--- src/rtl/sub_pkg.sv ---
// Shared types and default sizing for the sub-core dispatcher.
// Per-core lifecycle states and the default core/queue counts.
package sub_pkg;

  typedef enum logic [1:0] {
    IDLE,
    LAUNCH,
    RUN
  } sub_state_t;

  localparam int N_SUB_DEFAULT      = 4;
  localparam int FIFO_DEPTH_DEFAULT = 4;

endpackage

--- src/rtl/sub_dispatcher_if.sv ---
// Task-request handshake from the main core to the dispatcher.
// The main core is the master; the dispatcher is the slave.
interface sub_dispatcher_if;
  import sub_pkg::*;

  logic        req_valid;
  logic        req_ready;
  logic [31:0] req_pc;

  modport master (
    output req_valid,
    output req_pc,
    input  req_ready
  );

  modport slave (
    input  req_valid,
    input  req_pc,
    output req_ready
  );

endinterface

--- src/rtl/sub_dispatcher_pc_fifo.sv ---
// Pending start-PC queue for the dispatcher.
// Synchronous FIFO; push is dropped when full, pop is dropped when empty.
module pc_fifo #(
  parameter int DEPTH = 4
) (
  input  logic        clk,
  input  logic        rst,
  input  logic        push,
  input  logic        pop,
  input  logic [31:0] din,
  output logic [31:0] head,
  output logic        full,
  output logic        empty
);

  localparam int AW = $clog2(DEPTH);

  logic [31:0] mem [DEPTH];
  logic [AW-1:0] wr_q;
  logic [AW-1:0] rd_q;
  logic [AW:0]   cnt_q;
  logic          do_push;
  logic          do_pop;

  assign full    = (cnt_q == (AW+1)'(DEPTH));
  assign empty   = (cnt_q == '0);
  assign do_push = push && !full;
  assign do_pop  = pop && !empty;
  assign head    = mem[rd_q];

  always_ff @(posedge clk) begin
    if (rst) begin
      wr_q  <= '0;
      rd_q  <= '0;
      cnt_q <= '0;
    end else begin
      if (do_push) wr_q <= wr_q + AW'(1);
      if (do_pop)  rd_q <= rd_q + AW'(1);
      cnt_q <= cnt_q + (AW+1)'(do_push)
                     - (AW+1)'(do_pop);
    end
  end

  always_ff @(posedge clk) begin
    if (do_push) mem[wr_q] <= din;
  end

endmodule

--- src/rtl/sub_dispatcher.sv ---
// Dispatches queued task PCs round-robin onto idle sub cores, with join.
// Optional SUB_DISPATCH_STATS_EN adds launch and stall counters.
module sub_dispatcher
  import sub_pkg::*;
#(
  parameter int N_SUB      = N_SUB_DEFAULT,
  parameter int FIFO_DEPTH = FIFO_DEPTH_DEFAULT
) (
  input  logic             clk,
  input  logic             rst,
  sub_dispatcher_if.slave  req,
  input  logic             join_req,
  output logic             join_done,
  output logic [N_SUB-1:0] sub_exec_req,
  output logic [31:0]      sub_pc,
  input  logic [N_SUB-1:0] sub_ended,
`ifdef SUB_DISPATCH_STATS_EN
  output logic [31:0]      stat_launches,
  output logic [31:0]      stat_stall,
`endif
  output logic [N_SUB-1:0] busy_mask
);

  localparam int IW = (N_SUB > 1) ? $clog2(N_SUB) : 1;

  sub_state_t state_q [N_SUB];
  sub_state_t state_d [N_SUB];

  logic [IW-1:0]    rr_ptr_q;
  logic [IW-1:0]    grant_idx;
  logic [IW-1:0]    cand;
  logic             found;
  logic             grant_en;
  logic [N_SUB-1:0] idle;
  logic             all_idle;
  logic             q_full;
  logic             q_empty;
  logic [31:0]      q_head;
  logic             push;
  logic             join_pending;
  logic             join_cond;
  logic             join_seen_q;

  assign join_pending  = join_req;
  assign req.req_ready = !q_full && !join_pending;
  assign push          = req.req_valid && req.req_ready;

  pc_fifo #(.DEPTH(FIFO_DEPTH)) u_fifo (
    .clk   (clk),
    .rst   (rst),
    .push  (push),
    .pop   (grant_en),
    .din   (req.req_pc),
    .head  (q_head),
    .full  (q_full),
    .empty (q_empty)
  );

  always_comb begin
    for (int i = 0; i < N_SUB; i++) begin
      idle[i]         = (state_q[i] == IDLE);
      busy_mask[i]    = !idle[i];
      sub_exec_req[i] = (state_q[i] == LAUNCH);
    end
  end

  assign all_idle = &idle;

  // first idle core at or after rr_ptr, wrapping
  always_comb begin
    found     = 1'b0;
    grant_idx = '0;
    cand      = '0;
    for (int k = 0; k < N_SUB; k++) begin
      if (int'(rr_ptr_q) + k >= N_SUB)
        cand = IW'(int'(rr_ptr_q) + k - N_SUB);
      else
        cand = IW'(int'(rr_ptr_q) + k);
      if (!found && idle[cand]) begin
        found     = 1'b1;
        grant_idx = cand;
      end
    end
  end

  assign grant_en = found && !q_empty;

  always_comb begin
    for (int i = 0; i < N_SUB; i++) begin
      state_d[i] = state_q[i];
      unique case (state_q[i])
        IDLE:
          if (grant_en && grant_idx == IW'(i))
            state_d[i] = LAUNCH;
        LAUNCH:
          state_d[i] = RUN;
        RUN:
          if (sub_ended[i])
            state_d[i] = IDLE;
        default:
          state_d[i] = IDLE;
      endcase
    end
  end

  always_ff @(posedge clk) begin
    if (rst) begin
      for (int i = 0; i < N_SUB; i++)
        state_q[i] <= IDLE;
      rr_ptr_q <= '0;
      sub_pc   <= '0;
    end else begin
      for (int i = 0; i < N_SUB; i++)
        state_q[i] <= state_d[i];
      if (grant_en) begin
        sub_pc <= q_head;
        if (grant_idx == IW'(N_SUB - 1))
          rr_ptr_q <= '0;
        else
          rr_ptr_q <= grant_idx + IW'(1);
      end
    end
  end

  // one pulse per join_req assertion
  assign join_cond = join_req && q_empty && all_idle;
  assign join_done = join_cond && !join_seen_q;

  always_ff @(posedge clk) begin
    if (rst)
      join_seen_q <= 1'b0;
    else
      join_seen_q <= join_req && (join_seen_q || join_cond);
  end

`ifdef SUB_DISPATCH_STATS_EN
  logic [31:0] launches_q;
  logic [31:0] stall_q;

  assign stat_launches = launches_q;
  assign stat_stall    = stall_q;

  always_ff @(posedge clk) begin
    if (rst) begin
      launches_q <= '0;
      stall_q    <= '0;
    end else begin
      if (grant_en && launches_q != '1)
        launches_q <= launches_q + 32'd1;
      if (!q_empty && !(|idle) && stall_q != '1)
        stall_q <= stall_q + 32'd1;
    end
  end
`endif

endmodule

--- src/flat_wrapper.sv ---
// flat-port wrapper written by rule: the top's interface ports become plain ports
module sub_dispatcher_flat import sub_pkg::*;
#(
  parameter int N_SUB      = N_SUB_DEFAULT,
  parameter int FIFO_DEPTH = FIFO_DEPTH_DEFAULT
)
  (clk, rst, join_req, join_done, sub_exec_req, sub_pc, sub_ended, busy_mask, req_req_valid, req_req_pc, req_req_ready);
  sub_dispatcher_if req_i ();
  input  logic clk;
  input  logic rst;
  input  logic join_req;
  output logic join_done;
  output logic [N_SUB-1:0] sub_exec_req;
  output logic [31:0] sub_pc;
  input  logic [N_SUB-1:0] sub_ended;
  output logic [N_SUB-1:0] busy_mask;
  input wire logic [$bits(req_i.req_valid)-1:0] req_req_valid;
  input wire logic [$bits(req_i.req_pc)-1:0] req_req_pc;
  output wire logic [$bits(req_i.req_ready)-1:0] req_req_ready;
  assign req_i.req_valid = req_req_valid;
  assign req_i.req_pc = req_req_pc;
  assign req_req_ready = req_i.req_ready;
  sub_dispatcher #(.N_SUB(N_SUB), .FIFO_DEPTH(FIFO_DEPTH)) u_core (.clk(clk), .rst(rst), .req(req_i), .join_req(join_req), .join_done(join_done), .sub_exec_req(sub_exec_req), .sub_pc(sub_pc), .sub_ended(sub_ended), .busy_mask(busy_mask));
endmodule
--- config.mk ---
export PLATFORM = sky130hd
export DESIGN_NAME = sub_dispatcher_flat
export DESIGN_NICKNAME = d
export VERILOG_FILES = /design/src/rtl/sub_pkg.sv /design/src/rtl/sub_dispatcher_if.sv /design/src/rtl/sub_dispatcher_pc_fifo.sv /design/src/rtl/sub_dispatcher.sv /design/src/flat_wrapper.sv
export SDC_FILE = /design/constraint.sdc
export NUM_CORES = 1
export LEC_CHECK = 0
export CORE_MARGIN = 3
export CORE_UTILIZATION = 54
export CTS_CLUSTER_SIZE = 8
export DETAILED_ROUTE_END_ITERATION = 10
export PLACE_DENSITY_LB_ADDON = 0.08
export RECOVER_POWER = 50
export SLEW_MARGIN = 20
export SYNTH_ARGS = -nofsm -noshare
export SYNTH_HDL_FRONTEND = slang
export SYNTH_SLANG_ARGS = --single-unit
--- constraint.sdc ---
create_clock -name clk -period 3.35 [get_ports clk]
set_input_delay 0.67 -clock clk [delete_from_list [all_inputs] [get_ports clk]]
set_output_delay 0.67 -clock clk [all_outputs]
set_load 0.03 [all_outputs]
Word-level counts from Yosys, hierarchy flattened:

Memories as Yosys holds them, arrays and structs flattened. A register that Yosys moved wholly into a read port is not among the register bits.
Index checks and enable logic that the tools add are counted.

* add/subtract/negate cells: 12
* magnitude comparators: 8
* eq/ne operators: 12
* mux-type cells: 42
* bitwise gates (word level): 4
* reductions and logical operators: 35

Operator list (count)
* $mux 2: 21
* $pmux 2 s3: 4
* $logic_and 1x1->1: 16
* $mux 1: 13
* $eq 2x2->1 const B: 6
* $lt 2x3->1 const B: 4
* $logic_not 1->1: 11
* $eq 2x1->1 const B: 5
* $logic_not 2->1: 5
* $ge 3x3->1 const B: 3
* $bmux 1 s2: 4
* $sub 2x1->2 const B: 4
* $add 2x1->2 const B: 3
* $add 2x2->3 const B: 2
* $or 1x1->1: 4
* $reduce_and 4->1: 1
* $add 2x1->3 const B: 1
* $add 3x1->3: 1
* $eq 3x3->1 const B: 1
* $ge 2x3->1 const B: 1
* $logic_not 3->1: 1
* $sub 3x1->3: 1
* $logic_or 1x1->1: 1

* bits in registers: 10
* RAM bits: 136
* input bits: 40
* logic and storage cells: 120
* memories: 2

Memories
* u_core.u_fifo.mem: depth 4, bits a word 32, read ports 1, clocked after memory_dff 1, write ports 1, RTL line sub_dispatcher_pc_fifo.sv:18 `logic [31:0] mem [DEPTH];`
* u_core.state_q: depth 4, bits a word 2, read ports 4, clocked after memory_dff 0, write ports 4, RTL line sub_dispatcher.sv:26 `sub_state_t state_q [N_SUB];`

Longest topological paths before layout:

* word-level depth: 19
* mapped depth: 12
* gate-level depth less buffers: 10

By module:

From an unflattened synthesis, not the netlist that was laid out.

* cell total of the unflattened synthesis: 430
* area, all modules: 6840.3 um^2

By module, submodules not included
* pc_fifo: instances 1, cells each 218, area each 5139.9 um^2, seq. area each 4023.9 um^2
* sub_dispatcher: instances 1, cells each 212, area each 1700.4 um^2, seq. area each 860.8 um^2

Worst setup path before layout:

Ideal clock, no wire load.

* path type: input -> register
* start point: input req_req_valid
* end point: memory u_core.u_fifo.mem[0][0], enable pin
* setup time: 0.392 ns
* data arrival time: 2.122 ns
* data required time: 2.958 ns
* setup slack: 0.836 ns
* stages: 3
* cells stage by stage: inv_1 a211oi_1 and2_1

* cells in the longest elaborated chain, start to end: 4

RTL lines
* start: declaration: RTL line flat_wrapper.sv:17 `input wire logic [$bits(req_i.req_valid)-1:0] req_req_valid;`
* $logic_and 1x1->1: RTL line sub_dispatcher.sv:46 `assign push = req.req_valid && req.req_ready;`
* $logic_and 1x1->1: RTL line sub_dispatcher_pc_fifo.sv:27 `assign do_push = push && !full;`
* $mux 1: RTL line sub_dispatcher_pc_fifo.sv:45 `if (do_push) mem[wr_q] <= din;`
* $mux 1 (not written as such): RTL line sub_dispatcher_pc_fifo.sv:45
* end: declaration: RTL line sub_dispatcher_pc_fifo.sv:18

Every way passes these cells.

Worst setup path in the final report:

* start point: input join_req
* end point: output join_done

* cells in the longest elaborated chain, start to end: 3

RTL lines
* start: declaration: RTL line flat_wrapper.sv:11 `input logic join_req;`
* $logic_and 1x1->1 (2 in series): RTL line sub_dispatcher.sv:126 `assign join_cond = join_req && q_empty && all_idle;`
* $logic_and 1x1->1: RTL line sub_dispatcher.sv:127 `assign join_done = join_cond && !join_seen_q;`
* end: declaration: RTL line flat_wrapper.sv:12 `output logic join_done;`

Every way passes these cells.

==> results.cfg <==
[outcome]
violations = capacitance limit, slew limit
status = finished with violations

[clocking]
htree_levels = 4
clock_path_buffers = 2
clock-sinks = 178
cts.repair.resized = 0
cts_root_buf = clkbuf_16
ctsHoldBuffers = 0
cts_tree = yes
cts_setup_buffers = 0
clk_pin_slew_worst_paths_ns = 0.06
cts_buffers = 17
clk_latency_ns = 0.41

[detailed_routing]
avgRoutedWirePerCell_um = 17.22
vias = 3742
route.detailed.drc = 0
drt_wl_total_um = 12020
drt-pass1-iter-count = 5
drtAntennaViolNets = 0
first_iter_violations = 348
routed_via_density = 5.361

[worst_setup_path]
r2r_start = u_core.u_fifo.cnt_q[1]$_SDFF_PP0_
ff2ff_setup_slack_ns = 1.02
crit_path_end_kind = primary output
arrival_ns = 2.48
worstSetupPathType = primary input to primary output
setup.worst_path.start_class = primary input
reg2regPathDepth = 10
cp_max_fo = 4
cp.required_ns = 2.68
r2r-end = u_core.u_fifo.cnt_q[2]$_SDFF_PP0_

[place]
gp_congestion = 0.8170
place_ws_ns = 0.1857
numPortBuffers = 81
hpwl_um = 7373
placedCellCount = 666

[timing]
fmax_mhz = 317.9
finalCriticalPeriod_ns = 3.146
period_share = 0.9390
fin_worst_skew_ns = 0.007530
rsz0062_at_grt = no
fin_setup_tns_ns = 0
worst_pin_slew_ns = 2.044
setup-violations-final = 0
slew_headroom = -0.3624
holdWs_ns = 0.4429
finalHoldViolCount = 0
setup_ws_ns = 0.2045
report.final.slew_viol_count = 34

[synthesis]
async_flop_share = 0
synth_cells = 430
yosysSeqAreaShare = 0.7020
syn_area_um2 = 6902
avgSynthCellArea_um2 = 16.05
syn-num-nets = 481
synth-main-ff-cell = edfxtp_1
ys_seq_elements = 178
ys_warn_count = 0
synth_edf_count = 128
yosysUniqueCellTypes = 39

[floorplan]
core-area_um2 = 12260
die_area_um2 = 14170
fp-row-count = 40
die_w_um = 119.1
die_h_um = 119.1
initial_core_util = 0.5629
ios = 82

[global_route]
grt_pass1_wl_um = 19220
overflow = 0
antenna_found_initial = 1
grt_usage = 0.1788
grt_max_degree = 38
first_global_vias = 3725

[worst_hold_path]
min_to = u_core.join_seen_q$_SDFF_PP0_
min_from = u_core.join_seen_q$_SDFF_PP0_
worstHoldPathCells = 2
min_path_type = flop to flop

[finish]
stdcell_count = 698
drive_above_1_share = 0.2283
fin_util = 0.6867
area_delta_synth_final_pct = 22.01
n_antenna_cell = 0
nets = 568

[pwr]
vdd_drop_max_mv = 0.4941
leakage_nw = 2.859
p_per_area_nw_per_um2 = 844.9

[job]
cap_violations = 1
[cells by family after synthesis]
group,Yosys count,share of synthesized area
adders and majority gates,11,0.02103
AOI/OAI and AO/OA,51,0.05203
and+or+nand+nor,115,0.07995
DFF,178,0.7020
muxes,33,0.1059
xor gates and xnor gates,4,0.005076
buffers and inverters,38,0.03408
[worst max-delay path by stage]
stage	start	end	slack, ns	cells past startpoint
finish	join_req	join_done	0.20	5
global placement	join_req	join_done	0.20	5
CTS	join_req	join_done	0.19	5
floorplan	req_req_valid	u_core.u_fifo.mem[0][0]$_DFFE_PP_	0.84	3
detailed placement	join_req	join_done	0.19	5
global route	u_core.state_q[1][0]$_SDFFE_PP0P_	join_done	0.08	5
[critical path: stages]
cell,delay [ns]
clkdlybuf4s50_1,0.54
nand2_1,0.07
or4_1,0.42
nor2_1,0.10
clkdlybuf4s50_1,0.67
[placed cells by master, fill, tap and decap left out, types with 7 or more instances in the layout]
| cell type | n |
|---|---|
| inv_1 | 11 |
| clkdlybuf4s50_1 | 47 |
| nor2_1 | 21 |
| dlygate4sd3_1 | 33 |
| ha_1 | 10 |
| a21oi_1 | 18 |
| dfxtp_1 | 48 |
| mux4_2 | 32 |
| nor2b_1 | 7 |
| nand2_1 | 49 |
| nand2_2 | 20 |
| buf_4 | 8 |
| edfxtp_1 | 128 |
| clkbuf_16 | 17 |
| a21oi_2 | 20 |
[routing by layer]
layer,up-vias,part of all wire,track usage
met4,2,0.0062,0.06227
met3,8,0.045,0.04938
met5,-,0.00075,0
li1,1751,-,-
met2,93,0.51,0.2875
met1,1888,0.44,0.2365
[synthesized netlist by cell type (3+ instances only)]
| cell type | count | area [um^2] |
|---|---|---|
| a21oi_2 | 20 | 175.2 |
| nand2_2 | 20 | 125.1 |
| xnor2_1 | 4 | 35.03 |
| a21oi_1 | 18 | 90.09 |
| nor3b_1 | 5 | 37.54 |
| buf_2 | 7 | 35.03 |
| nor2b_1 | 7 | 43.79 |
| mux4_2 | 32 | 720.7 |
| edfxtp_1 | 128 | 3844 |
| buf_4 | 5 | 37.54 |
| ha_1 | 10 | 125.1 |
| inv_1 | 11 | 41.29 |
| o21ai_0 | 4 | 20.02 |
| nor2_1 | 21 | 78.83 |
| dfxtp_1 | 50 | 1001 |
| buf_12 | 3 | 60.06 |
| nand2_1 | 49 | 183.9 |
| and2_1 | 4 | 25.02 |
| clkbuf_1 | 8 | 30.03 |
[power breakdown]
part | switching (W) | leakage [nW] | total, W | internal (W)
Clock | 0.000781 | 0.280 | 0.00195 | 0.00117
Sequential | 0.000221 | 1.57 | 0.00287 | 0.00265
Combinational | 0.00129 | 1.01 | 0.00230 | 0.00101
[state kept, by name (all words and copies together) (netlist names)]
| register | count |
|---|---|
| u_core.join_seen_q | 1 |
| u_core.rr_ptr_q | 2 |
| u_core.state_q | 8 |
| u_core.sub_pc | 32 |
| u_core.u_fifo.cnt_q | 3 |
| u_core.u_fifo.mem | 128 |
| u_core.u_fifo.rd_q | 2 |
| u_core.u_fifo.wr_q | 2 |
[area by class of cell]
| class | instances | area (um^2) |
|---|---|---|
| multi-input cells | 214 | 1827 |
| clock buffers | 17 | 425.4 |
| clock inverters | 15 | 165.2 |
| repair buffers | 94 | 899.6 |
| flip-flops and latches | 178 | 4847 |
| inverters | 12 | 46.29 |
| well taps | 168 | 210.2 |
| fillers | 847 | 3841 |
[through the flow]
step | cell area [um^2] | total power [W]
after floorplan | 6902 | 0.004629
after global placement | 7846 | 0.005216
after detailed placement | 7846 | 0.005257
after CTS | 8437 | 0.007210
after global routing | 8421 | 0.007474
final | 8421 | 0.007115
No activity file was read; power rests on OpenSTA's default activity.
